## src/rtl/hazard_stall_ctrl_pkg.sv

```systemverilog
// Shared types and constants for the pipeline hazard/stall controller.
package hazard_stall_ctrl_pkg;

   localparam int REG_W = 4;

   // Encoding loaded into ID/EX when a bubble is inserted (addi x0, x0, 0).
   localparam logic [31:0] NOP_INSTR = 32'h0000_0013;

   typedef enum logic [1:0] {
      ST_IDLE     = 2'd0,
      ST_MEM_WAIT = 2'd1,
      ST_MEM_DONE = 2'd2,
      ST_ERR      = 2'd3
   } mem_state_e;

endpackage

```

## src/rtl/hazard_stall_ctrl_sram_wait_fsm.sv

```systemverilog
// SRAM access wait tracker: freezes the pipeline while an access is pending
// and latches a sticky error when the access never completes.
module sram_wait_fsm
#(
   parameter int MEM_TIMEOUT = 64
) (
   input  logic clk,
   input  logic rst,
   input  logic mem_access,
   input  logic sram_ready,
   output logic mem_freeze,
   output logic mem_err
);
   import hazard_stall_ctrl_pkg::*;

   localparam int WAIT_W = $clog2(MEM_TIMEOUT) + 1;
   // The IDLE cycle that launches the access is itself a freeze cycle, so the
   // wait count gives up one step early to total MEM_TIMEOUT frozen cycles.
   localparam logic [WAIT_W-1:0] WAIT_LAST = WAIT_W'(MEM_TIMEOUT - 2);

   mem_state_e        r_state;
   mem_state_e        w_state_next;
   logic [WAIT_W-1:0] r_wait_cnt;
   logic [WAIT_W-1:0] w_wait_cnt_next;
   logic              r_mem_err;

   always_ff @(posedge clk or negedge rst) begin
      if (!rst) begin
         r_state    <= ST_IDLE;
         r_wait_cnt <= '0;
         r_mem_err  <= 1'b0;
      end else begin
         r_state    <= w_state_next;
         r_wait_cnt <= w_wait_cnt_next;
         r_mem_err  <= r_mem_err | (w_state_next == ST_ERR);
      end
   end

   always_comb begin
      w_state_next    = r_state;
      w_wait_cnt_next = r_wait_cnt;
      mem_freeze      = 1'b0;
      unique case (r_state)
         ST_IDLE: begin
            if (mem_access && !sram_ready) begin
               mem_freeze      = 1'b1;
               w_state_next    = ST_MEM_WAIT;
               w_wait_cnt_next = '0;
            end
         end
         ST_MEM_WAIT: begin
            w_wait_cnt_next = r_wait_cnt + 1'b1;
            if (sram_ready) begin
               w_state_next = ST_MEM_DONE;
            end else begin
               mem_freeze = 1'b1;
               if (r_wait_cnt == WAIT_LAST) begin
                  w_state_next = ST_ERR;
               end
            end
         end
         ST_MEM_DONE: begin
            w_state_next = ST_IDLE;
         end
         ST_ERR: begin
            mem_freeze = 1'b1;
         end
         default: begin
            w_state_next = ST_IDLE;
         end
      endcase
   end

   assign mem_err = r_mem_err;

endmodule

```

## src/rtl/hazard_stall_ctrl.sv

```systemverilog
// Pipeline sequencing controller: hazard stalls, branch flushes, SRAM freezes
// and a saturating stall-cycle counter for performance debug.
module hazard_stall_ctrl
#(
   parameter int REG_W       = hazard_stall_ctrl_pkg::REG_W,
   parameter int CNT_W       = 16,
   parameter int MEM_TIMEOUT = 64
) (
   input  logic             clk,
   input  logic             rst,
   input  logic             forward_en,
   input  logic             id_valid,
   input  logic [REG_W-1:0] src1,
   input  logic [REG_W-1:0] src2,
   input  logic             two_src,
   input  logic [REG_W-1:0] ex_dest,
   input  logic             ex_wb_en,
   input  logic             ex_mem_r_en,
   input  logic [REG_W-1:0] mem_dest,
   input  logic             mem_wb_en,
   input  logic             mem_access,
   input  logic             sram_ready,
   input  logic             branch_taken,
   output logic             freeze_fe,
   output logic             bubble_ex,
   output logic             freeze_all,
   output logic             flush_fe,
   output logic             mem_err,
   output logic [CNT_W-1:0] stall_count
);
   import hazard_stall_ctrl_pkg::*;

   logic             w_hit_ex;
   logic             w_hit_mem;
   logic             w_haz;
   logic             w_mem_freeze;
   logic [CNT_W-1:0] r_stall_count;

   assign w_hit_ex  = (src1 == ex_dest)  || (two_src && (src2 == ex_dest));
   assign w_hit_mem = (src1 == mem_dest) || (two_src && (src2 == mem_dest));

   // With forwarding only a load in EX cannot be bypassed in time; without it
   // any pending write in EX or MEM must drain first.
   assign w_haz = id_valid &&
                  (forward_en ? (ex_wb_en && ex_mem_r_en && w_hit_ex)
                              : ((ex_wb_en && w_hit_ex) || (mem_wb_en && w_hit_mem)));

   sram_wait_fsm #(
      .MEM_TIMEOUT (MEM_TIMEOUT)
   ) u_sram_wait_fsm (
      .clk        (clk),
      .rst        (rst),
      .mem_access (mem_access),
      .sram_ready (sram_ready),
      .mem_freeze (w_mem_freeze),
      .mem_err    (mem_err)
   );

   // Freeze wins over everything; a taken branch discards ID so it beats the stall.
   always_comb begin
      freeze_fe = 1'b0;
      bubble_ex = 1'b0;
      flush_fe  = 1'b0;
      if (!w_mem_freeze) begin
         flush_fe  = branch_taken;
         bubble_ex = w_haz || branch_taken;
         freeze_fe = w_haz && !branch_taken;
      end
   end

   assign freeze_all = w_mem_freeze;

   always_ff @(posedge clk or negedge rst) begin
      if (!rst) begin
         r_stall_count <= '0;
      end else if ((w_mem_freeze || freeze_fe) && (r_stall_count != '1)) begin
         r_stall_count <= r_stall_count + 1'b1;
      end
   end

   assign stall_count = r_stall_count;

endmodule

```

## config.mk

```make
export PLATFORM = sky130hd
export DESIGN_NAME = hazard_stall_ctrl
export DESIGN_NICKNAME = d
export VERILOG_FILES = /design/src/rtl/hazard_stall_ctrl_pkg.sv /design/src/rtl/hazard_stall_ctrl_sram_wait_fsm.sv /design/src/rtl/hazard_stall_ctrl.sv
export SDC_FILE = /design/constraint.sdc
export NUM_CORES = 1
export LEC_CHECK = 0
export ABC_AREA = 1
export CAP_MARGIN = 5
export CORE_MARGIN = 4
export CORE_UTILIZATION = 44
export CTS_CLUSTER_DIAMETER = 150
export CTS_CLUSTER_SIZE = 40
export DETAILED_ROUTE_END_ITERATION = 12
export PLACE_DENSITY = 0.76
export SLEW_MARGIN = 10
export SYNTH_ARGS = -nofsm -noshare
export SYNTH_HDL_FRONTEND = slang
export SYNTH_HIERARCHICAL = 1
export SYNTH_SLANG_ARGS = --single-unit
```

## constraint.sdc

```tcl
create_clock -name clk -period 2 [get_ports clk]
set_clock_uncertainty 0.2 [all_clocks]
set_input_delay 0.6 -clock clk [delete_from_list [all_inputs] [get_ports clk]]
set_output_delay 0.6 -clock clk [all_outputs]
set_load 0.03 [all_outputs]
```

* Word level (Yosys, flattened, before mapping)
Cells that the tools add are included.
** Word-level totals
- Input port bits :: 27
- Output and inout port bits :: 21
- Word-level logic and storage cells :: 51
- Bits in registers :: 26
** Operators by class
- Equal/unequal tests :: 11
- Bitwise operators :: 1
- Reduce and logical (&&, ||, !) cells :: 20
- Add/subtract/negate cells :: 2
- Mux-type cells :: 13
** Operators by type and width (count)
- 16-bit by 1-bit adder with 16-bit output, second input constant :: 1
- 4-bit equality test :: 4
- 16-bit inequality test, second input constant :: 1
- 7-bit case mux with 2 select lines :: 1
- 1-bit logical AND :: 10
- 7-bit by 1-bit adder with 7-bit output, second input constant :: 1
- 7-bit by 6-bit equality test with 1-bit output, second input constant :: 1
- 7-bit two-way mux :: 1
- 2-bit equality test, second input constant :: 3
- 1-bit two-way mux :: 6
- 2-bit two-way mux :: 3
- 2-bit case mux with 3 select lines :: 1
- 1-bit logical OR :: 5
- 1-bit case mux with 3 select lines :: 1
- 2-bit by 1-bit equality test with 1-bit output, second input constant :: 1
- 1-bit zero test :: 2
- 2-bit zero test :: 1
- 2-bit by 1-bit inequality test with 1-bit output, second input constant :: 1
- 2-bit AND reduction :: 1
- 2-bit nonzero test :: 1
- 1-bit bitwise OR :: 1

* Longest topological paths before layout
Gate-level depths: netlist of the first run.
- Word-level depth :: 11
- Mapped depth :: 14
- Mapped depth without buffers :: 13

* Hierarchy
Netlist of the first run, hierarchy kept.
** By module, submodules not included
- hazard_stall_ctrl :: times used 1, cells each 197, sequential area each 400.4 sq um, area each 1295.0 sq um
- sram_wait_fsm :: times used 1, cells each 70, sequential area each 250.2 sq um, area each 574.3 sq um

* Worst setup path after synthesis of the first run
No wires, ideal clock.
- Kind :: input to output
- Start :: input port sram_ready
- End :: output port bubble_ex
- Setup slack :: -0.466 ns
- Required time :: 1.200 ns
- Arrival time :: 1.666 ns
- Path buffers :: 0
- Stages :: 4
- Cell sequence :: inv_1 -> o21ai_0 -> nand2_1 -> a21oi_1
** On the way
- Word-level cells in the longest chain between the ends :: 5
- Elaborated cells between the ends (all ways) :: 6
- Classes of those cells :: mux (4); reduce/logical (2)
** Ends and longest elaborated chain
- start, declared :: line hazard_stall_ctrl.sv:22 : input logic sram_ready,
- 1-bit zero test :: line hazard_stall_ctrl_sram_wait_fsm.sv:45 : if (mem_access && !sram_ready) begin
- 1-bit logical AND :: line hazard_stall_ctrl_sram_wait_fsm.sv:45
- 1-bit two-way mux :: line hazard_stall_ctrl_sram_wait_fsm.sv:45
- 1-bit case mux with 3 select lines (*) :: line hazard_stall_ctrl_sram_wait_fsm.sv:43 : unique case (r_state)
- net freeze_all :: line hazard_stall_ctrl.sv:26 : output logic freeze_all,
- 1-bit two-way mux (*) :: line hazard_stall_ctrl.sv:64 : if (!w_mem_freeze) begin
- end, declared :: line hazard_stall_ctrl.sv:25 : output logic bubble_ex,
The timed path passes the listed nets; every way through them passes the cells marked *.

* Worst setup path in the final report of the first run
- Start :: input port src1[3]
- End :: output port bubble_ex
** On the way
- Word-level cells in the longest chain between the ends :: 8
- Elaborated cells between the ends (all ways) :: 12
- Classes of those cells :: eq/ne (2); mux (2); reduce/logical (8)
** Ends and longest elaborated chain
- start, declared :: line hazard_stall_ctrl.sv:13 : input logic [REG_W-1:0] src1,
- 4-bit equality test (on tied branches) :: line hazard_stall_ctrl.sv:39, hazard_stall_ctrl.sv:40
- 1-bit logical OR (on tied branches) :: line hazard_stall_ctrl.sv:39, hazard_stall_ctrl.sv:40
- 1-bit logical AND :: line hazard_stall_ctrl.sv:46 : : ((ex_wb_en && w_hit_ex) || (mem_wb_en && w_hit_mem)));
- 1-bit logical OR :: line hazard_stall_ctrl.sv:46
- 1-bit two-way mux (*) :: line hazard_stall_ctrl.sv:45 : (forward_en ? (ex_wb_en && ex_mem_r_en && w_hit_ex)
- 1-bit logical AND (*) :: line hazard_stall_ctrl.sv:44 : assign w_haz = id_valid &&
- 1-bit logical OR (*) :: line hazard_stall_ctrl.sv:66 : bubble_ex = w_haz || branch_taken;
- 1-bit two-way mux (*) :: line hazard_stall_ctrl.sv:64
Mark *: on every way between the ends. The rest lies on a longest branch, timed or not.

==> results of run 1 <==
-- worst max path at each step --
stage / startpoint / end / depth (start not counted)
floorplan: ex_dest[0] / bubble_ex / 8
global placement: mem_dest[0] / bubble_ex / 12
detailed placement: src1[0] / bubble_ex / 12
CTS: src2[2] / bubble_ex / 10
global route: src2[0] / bubble_ex / 12
finish: src1[3] / bubble_ex / 10
-- cells in the mapped netlist, drive strengths merged --
library cell / n / area share
buf: 3 / 0.011
xnor2: 5 / 0.023
nand2: 102 / 0.21
nand4: 2 / 0.0067
nand3: 35 / 0.11
nor4: 3 / 0.010
a21oi: 2 / 0.0054
inv: 33 / 0.068
ha: 3 / 0.020
nor3: 2 / 0.011
dfrtp: 26 / 0.35
nor2: 24 / 0.068
a21boi: 1 / 0.0040
xor2: 14 / 0.066
o21ai: 12 / 0.034
-- through the flow --
step           utilization  setup TNS [ns]  power [mW]  setup slack (ns)
2_1_floorplan            -         -0.3062       1.317           -0.1548
3_3_place_gp        0.6417          -11.56       1.639           -0.8002
3_5_place_dp        0.6417          -12.32       1.657           -0.8423
4_1_cts             0.6583         -0.8774       2.096           -0.3776
5_1_grt             0.6957          -2.610       2.333           -0.4217
6_report            0.6957          -1.169       2.187           -0.3360
-- kinds of logic (layout without fill, tap and decap cells) --
logic type | Yosys count | count (layout) | share of synthesized area
and+or+nand+nor | 168 | 171 | 0.4203
xor gates and xnor gates | 19 | 19 | 0.08902
buffers and inverters | 36 | 110 | 0.07899
adders and majority gates | 3 | 3 | 0.02008
AOI/OAI and AO/OA | 15 | 15 | 0.04351
DFF | 26 | 26 | 0.3481
-- flip-flops by register name, indices dropped and copies added, names as in the netlist --
register and flops:
u_sram_wait_fsm/r_state 2, u_sram_wait_fsm/mem_err 1, stall_count 16, u_sram_wait_fsm/r_wait_cnt 7
-- tightest hold or removal path: stages, from the launching register on --
cell and delay (ns):
dfrtp_1 0.36, inv_1 0.04, nand2_1 0.07
-- repair_timing --
| item | 4_1_cts | 5_1_grt |
|---|---|---|
| pin swaps | 30 | 18 |
| hold endpoints to repair | 0 | 0 |
| setup buffers | 0 | 2 |
| setup endpoints to repair | 35 | 20 |
| gates resized for setup | 126 | 30 |
| cloned | 0 | 3 |
-- per-layer routing --
layer / part of all wire / GRT usage / vias up / routed length [um]
met1: 0.41 / 0.2532 / 937 / 2248
met3: 0.051 / 0.02617 / 9 / 279
met4: 0.016 / 0.06557 / 0 / 85
met5: 0 / 0 / - / 0
li1: - / - / 1004 / -
met2: 0.52 / 0.3029 / 64 / 2843
-- placed cells by master, fill, tap and decap left out, drive strengths merged --
cell | synthesis | routed
nand2 | 102 | 103
buf | 3 | 49
nand3 | 35 | 37
inv | 33 | 33
dfrtp | 26 | 26
nor2 | 24 | 24
dlygate4sd2 | 0 | 21
xor2 | 14 | 14
o21ai | 12 | 12
xnor2 | 5 | 5
clkbuf | 0 | 4
nor4 | 3 | 3
ha | 3 | 3
nand4 | 2 | 2
clkdlybuf4s50 | 0 | 2
a21oi | 2 | 2
nor3 | 2 | 2
a21boi | 1 | 1
bufinv | 0 | 1
-- cell type report --
class | count | area (um2)
Tap cell | 50 | 62.56
Timing Repair Buffer | 73 | 636.9
Clock buffer | 3 | 41.29
Inverter | 33 | 126.4
Sequential cell | 26 | 654.4
Clock inverter | 1 | 30.03
Fill cell | 318 | 1235
Multi-Input combinational cell | 208 | 1271
-- power by group through the flow --
stage / sequential (mW) / clock (mW) / combinational (mW)
finish: 0.775 / 0.440 / 0.972
global route: 0.792 / 0.463 / 1.08
global placement: 0.777 / 0 / 0.863
CTS: 0.771 / 0.448 / 0.877
detailed placement: 0.779 / 0 / 0.879
floorplan: 0.854 / 0 / 0.463
==> metrics.md, run 1 <==
| Metric | Value |
|---|---|
| Non-filler instance count after layout | `394` |
| First-pass GRT wire length | `7962 um` |
| Die Area | `5355 um2` |
| TritonCTS clock tree | `built` |
| Antenna violations before repair | `0` |
| Count of cells along the worst register-to-register path | `9` |
| Total core area | `4058 um2` |
| Number of setup violations in the final report | `20` |
| Initial standard-cell utilization of the core | `0.4607` |
| Proportion of power drawn by combinational gates | `0.444` |
| Failing checks | `setup timing` |
| H-tree levels | `1` |
| Root Buffer Master | `clkbuf_8` |
| Worst setup EP type | `output pin` |
| Quantity of I/O buffers inserted on ports | `47` |
| Share of total power in the clock network | `0.201` |
| Power per standard cell area | `a little under 800 nW/um2` |
| Number of diodes added for antenna fixing | `0` |
| Mean number of vias per cell | `5.112` |
| Hold_ws | `0.2926 ns` |
| Total clock buffers created by CTS | `3` |
| Result of the run | `finished, violations left` |
| Overall track demand over capacity in global routing | `0.1867` |
| Via count of the first global-routing pass | `1813` |
| Timing-limited maximum frequency | `roughly 430 MHz` |
| Library cell appearing most often on the critical path | `nand2_1` |
| Syn nets | `297` |
| Switching Power | `slightly below 0.9 mW` |
| NumNets Final | `375` |
| Buffers and inverters on the worst path | `2` |
| Unrepaired setup endpoints after global routing | `true` |
| Critical path data required time | `between 1 and 1.5 ns` |
| Post-DP HPWL | `around 3500 um` |
| Final wirelength | `~5500 um` |
| Die Span X | `73.18 um` |
| Area overhead of the layout relative to synthesis | `51.00%` |
| Count of maximum capacitance violations | `0` |
| Proportion of total power due to net switching | `0.4053` |
| Least setup slack across all paths after layout | `-0.3360 ns` |
| Total global routing overflow | `0` |
| Maximum number of pins on one net before global-route repair | `27` |
| Largest stage delay, worst path | `0.15 ns` |
| Category of cells accounting for the largest share of critical-path delay | `simple AND/OR/NAND/NOR gates` |
| Site row count | `23` |
| Gp weighted congestion | `0.9237` |
| Layout cell share with drive strength beyond 1 | `0.3372` |
| Number of buffers between clock root and the deepest sink | `2` |
| Cell variety after synth | `26` |
| Number of instances in the placed design | `385` |
| Ordered cell list for the critical path | `buf_6 -> xor2_1 -> nor2_1 -> nand2_1 -> nand2_1 -> nand2_1 -> nand2_2 -> nand2_2 -> a21oi_4 -> buf_6` |
| Number of placed I/O pins | `48` |
| HP Start | `u_sram_wait_fsm/mem_err` |
| Count of clock tree sinks | `26` |
| Worst reg2reg endpoint | `stall_count[7]` |
| Largest voltage drop on the vdd net | `623.4 uV` |
| Die Span Y | `73.18 um` |
| Max transition margin | `0.6444` |
| Area after DPL | `2604 um2` |
| Residual DRC count | `0` |
| Slew at the pin closest to its max-slew limit | `approximately 0.53 ns` |
| Post-route standard cell area excluding fillers | `2823 um2` |
| Insertion delay to the later sink of the worst-skew pair | `0.27 ns` |
| Hold/Removal Path Class | `register to register` |
| Highest fanout seen on the critical path | `2` |
| Number of vias after detailed routing | `between 2000 and 2500` |
| 1st-pass router iterations | `4` |
| Worst reg-to-reg setup slack | `-0.06 ns` |
| Critical path launch point type | `input pin` |
| Mapped Cells | `approximately 270` |
| Cells on Worst Hold Path | `2` |
| Synthesis-stage register bit count | `26` |
| Leakage power figure | `1.473 nW` |
| Worst setup path category | `input pin to output pin` |
| Final critical path time including I/O delays and setup | `approximately 2.3 ns` |
| Count of pins over their slew limit | `0` |
| Area of the mapped netlist | `1869 um2` |
| Mean routed wirelength per cell | `13.85 um` |
| Part of the Yosys area used for sequential elements | `0.3481` |
| Crit Reg-Reg Startpoint | `stall_count[1]` |
| Period Utilization, post-route | `1.168` |
| Post-route ant nets | `0` |
| Slowest CP cell | `xor2_1` |
| Clock slew at the register clock pins of the worst setup and hold paths | `0.09 ns` |
| Hold endpoint | `u_sram_wait_fsm/mem_err` |
| Cell Int Power | `1.300 mW` |
| Detailed router's first-iteration violation count | `about 140` |
| Total of hold buffers inserted after clock tree synthesis | `0` |
| Register share of total power | `0.354` |
| Final hold vios | `0` |
| Worst Path Arrival | `1.54 ns` |
| Average cell area after synthesis | `7.001 um2` |
| Yosys warnings | `6` |
No activity file was read; power rests on OpenSTA's default activity.
==> run 2, diff against run 1 <==
Settings changed: CTS_CLUSTER_DIAMETER 150 to 60, PLACE_DENSITY 0.76 to not set, PLACE_DENSITY_LB_ADDON set to 0.05.
==> run 2 against run 1 <==
Against the previous run:
- via count up 0.84%
- flip-flop and latch count unchanged
- utilization up 3.7 points
- final cell count up 4.3%
- register-to-register slack better by 0.07 ns
- sequential share of layout area down 1.2 points
- combinational power up 14%
- non-clock buffer count up 19
- the flow still finishes with violations (setup timing)
- power up 2.9%
- sequential power up 0.8%
- critical path depth unchanged
- clock power down 18%
==> metrics.md, run 2 (synthesized netlist as in run 1, its figures left out) <==
| Metric | Value |
|---|---|
| Result of the run | `finished, violations left` |
| Failing checks | `setup timing` |
| Hold/Removal Path Class | `register to register` |
| TritonCTS clock tree | `built` |
| Number of instances in the placed design | `390` |
| Layout cell share with drive strength beyond 1 | `0.3629` |
| Hold_ws | `0.2709 ns` |
| Count of clock tree sinks | `26` |
| Commonest non-fill, non-tap cell in the layout | `nand2_1` |
| Root Buffer Master | `clkbuf_8` |
| Max transition margin | `0.7424` |
| Buffers and inverters on the worst path | `2` |
| Least setup slack across all paths after layout | `-0.3732 ns` |
| Number of buffers between clock root and the deepest sink | `2` |
| Die Span Y | `~73 um` |
| Critical path data required time | `approximately 1.2 ns` |
| Residual DRC count | `0` |
| Non-filler instance count after layout | `411` |
| Library cell appearing most often on the critical path | `nand2_1` |
| Post-DP HPWL | `3622 um` |
| Reg area | `654.4 um2` |
| Timing-limited maximum frequency | `421.4 MHz` |
| Detailed router's first-iteration violation count | `106` |
| Commonest cells after routing, fill and taps aside | `nand2_1 (83), buf_4 (42), nand3_1 (27)` |
| Final critical path time including I/O delays and setup | `2.373 ns` |
| Gp weighted congestion | `0.8277` |
| Number of placed I/O pins | `48` |
| Overall track demand over capacity in global routing | `0.1959` |
| Antenna violations before repair | `0` |
| Fraction of the core area covered by cells at the end of the flow | `0.7330` |
| Total core area | `between 4000 and 5000 um2` |
| Initial standard-cell utilization of the core | `0.4607` |
| Number of diodes added for antenna fixing | `0` |
| NumNets Final | `392` |
| H-tree levels | `1` |
| Slowest CP cell | `xor2_1` |
| Category of cells accounting for the largest share of critical-path delay | `simple AND/OR/NAND/NOR gates` |
| Die Span X | `73.18 um` |
| Worst setup EP type | `output pin` |
| Period Utilization, post-route | `1.187` |
| Maximum number of pins on one net before global-route repair | `27` |
| Sum Neg Setup Slack | `-0.9034 ns` |
| Count of pins over their slew limit | `0` |
| Total global routing overflow | `0` |
| Filler cell count in the final layout | `310` |
| Post-route standard cell area excluding fillers | `2974 um2` |
| Unrepaired setup endpoints after global routing | `true` |
| Mean routed wirelength per cell | `12.58 um` |
| Worst Path Arrival | `1.57 ns` |
| First-pass GRT wire length | `approximately 8500 um` |
| Final hold vios | `0` |
| Quantity of I/O buffers inserted on ports | `47` |
| Worst setup path category | `input pin to output pin` |
| Number of setup violations in the final report | `4` |
| Area overhead of the layout relative to synthesis | `59.10%` |
| Final wirelength | `5169 um` |
| Highest fanout seen on the critical path | `3` |
| Leakage power figure | `1.576 nW` |
| Mean number of vias per cell | `4.942` |
| Largest stage delay, worst path | `~0.15 ns` |
| Power per standard cell area | `756.6 nW/um2` |
| Slew at the pin closest to its max-slew limit | `roughly 0.38 ns` |
| Post-route ant nets | `0` |
| Flip-flop count of the largest register, all copies and words added | `16` |
| Area occupied by multi-input gates | `roughly 1300 um2` |
| Number of vias after detailed routing | `2031` |
| Largest voltage drop on the vdd net | `about 560 uV` |
| Critical path launch point type | `input pin` |
| Site row count | `23` |
| 1st-pass router iterations | `5` |
| Ordered cell list for the critical path | `buf_6 -> xor2_1 -> nor2_1 -> nand2_1 -> nand2_1 -> nand2_1 -> nand2_2 -> nand3_2 -> nor2_4 -> buf_6` |
| Total clock buffers created by CTS | `3` |
| Die Area | `5355 um2` |
| Area after DPL | `2659 um2` |
| Via count of the first global-routing pass | `1957` |
| Insertion delay to the later sink of the worst-skew pair | `between 0.2 and 0.3 ns` |
| Count of maximum capacitance violations | `0` |
| Clock slew at the register clock pins of the worst setup and hold paths | `0.09 ns` |
## run 2: changes by cell type in the layout (fill, tap and decap cells not counted), moves of 3 or more
cell     delta
buf_4      +14
buf_6       -3
nand2_1     +3
nand2_2     -3
nand3_1     -3
## run 2: timing repair
action,CTS,global route
endpoints found under the hold margin,0,0
hold buffers,0,0
pin swaps,29,33
gates resized for setup,126,36
buffers inserted,7,7
gates cloned,0,3
setup endpoints to repair,37,21
## run 2: cell type report
type                       count  share of cell area
clock buffer                   4             0.01851
inverter                      33             0.04249
multi-input combinational    206              0.4232
sequential                    26              0.2200
tap                           50             0.02103
timing repair buffer          92              0.2747
## run 2: path summary, 6_finish.rpt
path / start / end / slack [ns] / cells past startpoint
hold / removal: u_sram_wait_fsm/mem_err / u_sram_wait_fsm/mem_err / 0.27 / 2
hold reg to reg: u_sram_wait_fsm/mem_err / u_sram_wait_fsm/mem_err / 0.27 / 2
setup reg to reg: stall_count[1] / stall_count[7] / 0.01 / 9
setup / recovery: mem_dest[2] / freeze_fe / -0.37 / 10
min in group asynchronous: rst / stall_count[13] / 0.49 / 2
max in group asynchronous: rst / u_sram_wait_fsm/r_state[1] / 0.83 / 2
## run 2: power by group
part           internal, mW  switching (mW)
Combinational         0.500           0.609
Clock                 0.177           0.183
Sequential            0.638           0.143
Total                  1.32           0.935
## run 2: worst reg2reg max path: stages, from the launching register on
cell and delay [ns]:
dfrtp_2 0.44, ha_4 0.17, nand2_4 0.06, nor3_4 0.16, nand3_2 0.13, nor2_4 0.14
nand3_4 0.22, clkbuf_16 0.25, nand3_1 0.08, nand2_1 0.05
## run 2: metal layers
| metal | wire length (um) | track usage |
|---|---|---|
| met5 | 0 | 0 |
| met4 | 82 | 0.05533 |
| met3 | 264 | 0.01791 |
| met2 | 2494 | 0.3347 |
| met1 | 2327 | 0.2619 |
## run 2: per-stage QoR
stage	power, mW	setup slack [ns]
after global routing	2.402	-0.4456
final	2.250	-0.3732
after floorplan	1.317	-0.1548
after global placement	1.671	-0.8356
after CTS	2.075	-0.3693
after detailed placement	1.691	-0.8522
==> RTL change 1, RTL diff (settings of run 2) <==
Encoding of `mem_state_e`: now Gray code (2 bits for 4 states).
--- a/src/rtl/hazard_stall_ctrl_pkg.sv
+++ b/src/rtl/hazard_stall_ctrl_pkg.sv
@@ -9,6 +9,6 @@
    typedef enum logic [1:0] {
-      ST_IDLE     = 2'd0,
-      ST_MEM_WAIT = 2'd1,
-      ST_MEM_DONE = 2'd2,
-      ST_ERR      = 2'd3
+      ST_IDLE     = 2'b00,
+      ST_MEM_WAIT = 2'b01,
+      ST_MEM_DONE = 2'b11,
+      ST_ERR      = 2'b10
    } mem_state_e;
Function: no difference found for any inputs over 10 cycles, from zero or initial values and one cycle with rst low; not proved beyond that.
==> RTL change 1 against run 2 <==
- the flow still finishes with violations (negative setup slack)
- cell area is 0.80% higher
- wire length is 6.6% higher
- global-route usage is 0.90 points higher
- setup slack worse by 52 ps
- maximum frequency is 2.2% lower
- sequential cell count stayed put
- area after synthesis is 1.8% higher
- non-clock buffer count is 6 lower
- clock power is 1% lower
- total power is 15% higher
- largest cell class unchanged
- highest routed layer unchanged
==> RTL change 1: results (changes against run 2) <==
stage,metric,value,unit,change
status,outcome,finished with violations,,
status,violated checks,negative setup slack,,
placement,hpwl dp,3.714,mm,+2.5%
global_route,vias in the first global route,1945,,-0.61%
global_route,met3 global-route usage,3.283,%,+1.5 points
sta,Final WS setup,-425.5,ps,-52.33 ps
global_route,GR Layer Usage met2,33.96,%,+0.49 points
power_and_ir_drop,Leak Pwr,0.001551,uW,-1.6%
sta,actual slew at the worst max-slew pin,384.2,ps,+1.387 ps
worst_hold_path,Hold Startpoint,u_sram_wait_fsm/mem_err,,
critical_path,Crit Reg-Reg Endpoint,stall_count[12],,
detailed_routing,vias,2078,,+2.3%
placement,PortBufs,47,,unchanged
global_route,GRT Overall Usage,20.49,%,+0.90 points
yosys,"Distinct cells, synth",28,,+7.7%
placement,Area after DPL,2688,um2,+1.1%
critical_path,Worst Path Max Fanout,3,,unchanged
power_and_ir_drop,maximum vdd drop,603.3,uV,+7.9%
worst_hold_path,worst hold path stage count,2,,unchanged
placement,routability cong.,0.8724,,+5.4%
critical_path,CP startpoint,ex_dest[1],,
clock_network,CTS Buffer Depth,2,,unchanged
cells_and_area,layout cells sized above 1,37.95,%,+1.7 points
placement,placed cells,397,,+1.8%
yosys,top post-synthesis cells by area,"dfrtp_1, nand2_1, nand3_1, xor2_1, inv_1",,
critical_path,FF-to-FF Start,stall_count[0],,
clock_network,PostCTS Resize Cnt,134,,+6.3%
yosys,async set or reset register ratio after synthesis,100.0,%,unchanged
sta,Setup TNS Final,-3747,ps,-2844 ps
cells_and_area,Nets,392,,unchanged
clock_network,Max H-tree Level,1,,unchanged
yosys,"Seq/Total Area, Yosys",34.19,%,-0.62 points
detailed_routing,Initial DRC Count,113,,+6.6%
yosys,"Net Count, Synth",304,,+2.4%
yosys,Ys Warns,6,,unchanged
placement,Place WS,-845.7,ps,+6.475 ps
global_route,initial antenna violation count,0,,unchanged
sta,final setup violating endpoints,20,,+16
global_route,M1 GR Usage,27.32,%,+1.1 points
yosys,Cells after Synth,274,,+2.6%
cells_and_area,max reg flops,16,,unchanged
worst_hold_path,Hold EP,u_sram_wait_fsm/mem_err,,
clock_network,post-CTS setup buffer count,7,,unchanged
critical_path,crit path to,freeze_fe,,
global_route,largest net degree at the start of global routing,27,,unchanged
detailed_routing,drt first pass iters,4,,-1
global_route,first-pass GRT wire length,8.707,mm,+2.9%
critical_path,Worst R2R Setup Slack,60,ps,+50 ps
yosys,Synth top cells by count,"nand2_1, nand3_1, inv_1",,
sta,Min Hold Slack,261.5,ps,-9.386 ps
detailed_routing,final wirelength,5.508,mm,+6.6%
## RTL change 1: cell types whose count changed after synthesis, sizes merged
cell	delta
a21oi	+1
buf	+1
inv	-1
nand2	-2
nand3	+2
nand4	+1
nor2	+3
o21ai	-1
o21bai	+1
or2	+1
xnor2	+1
## RTL change 1: cell type report
class	count	area, um2
Clock buffer	4	55.05
Fill cell	321	1089
Inverter	32	125.1
Multi-Input combinational cell	213	1320
Sequential cell	26	654.4
Tap cell	50	62.56
Timing Repair Buffer	86	780.7
## RTL change 1: cell families (layout without fill, tap and decap cells)
family | count (synthesis) | in the layout | share of synthesized area, %
AND/OR/NAND/NOR | 173 | 174 | 41.88
flip-flops | 26 | 26 | 34.19
adder cells (fa/ha/maj) | 3 | 3 | 1.973
AO/OA/AOI/OAI | 16 | 16 | 5.063
XOR/XNOR | 20 | 20 | 9.205
buffers and inverters | 36 | 122 | 7.692
## RTL change 1: where the power goes
| part | internal (uW) | leakage (uW) | switching, uW | total, uW |
|---|---|---|---|---|
| sequential | 646 | 0.000342 | 155 | 801 |
| combinational | 622 | 0.00118 | 800 | 1420 |
| clock | 177 | 0.0000288 | 178 | 355 |
## RTL change 1: critical path, stage by stage
cell and delay (ps):
buf_2 100, inv_2 50, nand2_1 70, nand2_1 60, nor2_1 100, nand2_1 60
nand2_1 60, nand2_1 70, nand2_2 110, nand3_4 100, nor2_4 110, buf_6 140
## RTL change 1: per-layer routing
| metal | routed length [um] | vias to the layer above |
|---|---|---|
| met3 | 362 | 9 |
| li1 | - | 1043 |
| met4 | 83 | 0 |
| met1 | 2449 | 952 |
| met5 | 0 | - |
| met2 | 2612 | 74 |
==> RTL change 2, RTL diff (flow settings as in run 2) <==
Without the edit above. `MEM_TIMEOUT` is set to 64 in 2 places; all go to 32.
--- a/src/rtl/hazard_stall_ctrl_sram_wait_fsm.sv
+++ b/src/rtl/hazard_stall_ctrl_sram_wait_fsm.sv
@@ -4,3 +4,3 @@
 #(
-   parameter int MEM_TIMEOUT = 64
+   parameter int MEM_TIMEOUT = 32
 ) (
--- a/src/rtl/hazard_stall_ctrl.sv
+++ b/src/rtl/hazard_stall_ctrl.sv
@@ -6,3 +6,3 @@
    parameter int CNT_W       = 16,
-   parameter int MEM_TIMEOUT = 64
+   parameter int MEM_TIMEOUT = 32
 ) (
Function: same outputs for any inputs over 10 cycles, from zero or initial values and one cycle with rst low; that may be too few to reach the edited logic, so the function may still have changed.
==> RTL change 2 against run 2 <==
- the flow still finishes with violations (negative setup slack)
- first-iteration DRC count down 39%
- register-to-register slack improved by 70 ps
- sequential power is 14% lower
- wire length decreased by 7.7%
- worst hold slack improved by 31 ps
- cell count fell by 3.9%
- setup slack worse by 1.6 ps
- cell area down 5.5%
- area after synthesis down 4.7%
- sequential share of layout area rose by 0.43 points
- sequential cell count down 1
- total power down 14%
- count of clock-buffer cells in the layout decreased by 1
- largest cell class unchanged
==> RTL change 2: results (changes against run 2) <==
stage,metric,value,unit,change
power_and_ir_drop,Pwr Total,1933,uW,-14%
sta,worst rel slew slack,73.63,%,-0.61 points
placement,Area after DPL,2541,um2,-4.4%
cells_and_area,layout cells sized above 1,34.01,%,-2.3 points
placement,Place WS,-816.8,ps,+35.44 ps
detailed_routing,met3 wire length,189,um,-28%
global_route,GR Layer Usage met2,34.18,%,+0.72 points
sta,final setup violating endpoints,4,,unchanged
power_and_ir_drop,maximum vdd drop,441.7,uV,-21%
detailed_routing,vias,1924,,-5.3%
yosys,"Net Count, Synth",289,,-2.7%
yosys,Synth top cells by count,"nand2_1, nand3_1, inv_1",,
yosys,Synth top area share,35.11,%,+0.31 points
detailed_routing,sum of routed wire segments on met1,2.027,mm,-13%
detailed_routing,Initial DRC Count,65,,-39%
critical_path,FF-to-FF Start,stall_count[0],,
power_and_ir_drop,Leak Pwr,0.001487,uW,-5.7%
placement,hpwl dp,3.349,mm,-7.5%
yosys,top post-synthesis cells by area,"dfrtp_1, nand2_1, nand3_1, xor2_1, inv_1",,
detailed_routing,metal2 WL,2.462,mm,-1.3%
global_route,GRT Overall Usage,18.45,%,-1.1 points
sta,Final WS setup,-374.8,ps,-1.571 ps
detailed_routing,drt first pass iters,4,,-1
clock_network,post-CTS setup buffer count,8,,+1
global_route,largest net degree at the start of global routing,26,,-3.7%
status,violated checks,negative setup slack,,
detailed_routing,routed len/inst,12.08,um,-3.9%
critical_path,CP startpoint,src2[1],,
clock_network,PostCTS Resize Cnt,128,,+1.6%
status,outcome,finished with violations,,
power_and_ir_drop,Flop pwr share,34.8,%,about the same
==> RTL change 2: logic make-up (layout without fill, tap and decap cells) <==
kind of cell,Yosys count,after routing,synth area share [%]
AO/OA/AOI/OAI,17,17,4.916
XOR/XNOR,19,19,9.340
adder cells (fa/ha/maj),3,3,2.107
buffers and inverters,34,121,7.725
flip-flops,25,25,35.11
AND/OR/NAND/NOR,161,162,40.80
==> RTL change 2: worst register-to-register path, stage by stage, from the launching register on <==
cell,delay [ps]
dfrtp_2,380
ha_2,190
nand2_2,80
nor3_4,160
nand3_2,120
nor2_4,150
nand3_4,180
buf_12,210
nand3_1,80
nand2_1,50
==> RTL change 2: cell type report <==
type	count	area (um2)
fillers	313	987.2
clock inverters	1	7.507
inverters	31	116.4
flip-flops and latches	25	630.6
clock buffers	3	41.29
multi-input cells	201	1160
repair buffers	86	795.8
well taps	48	60.06
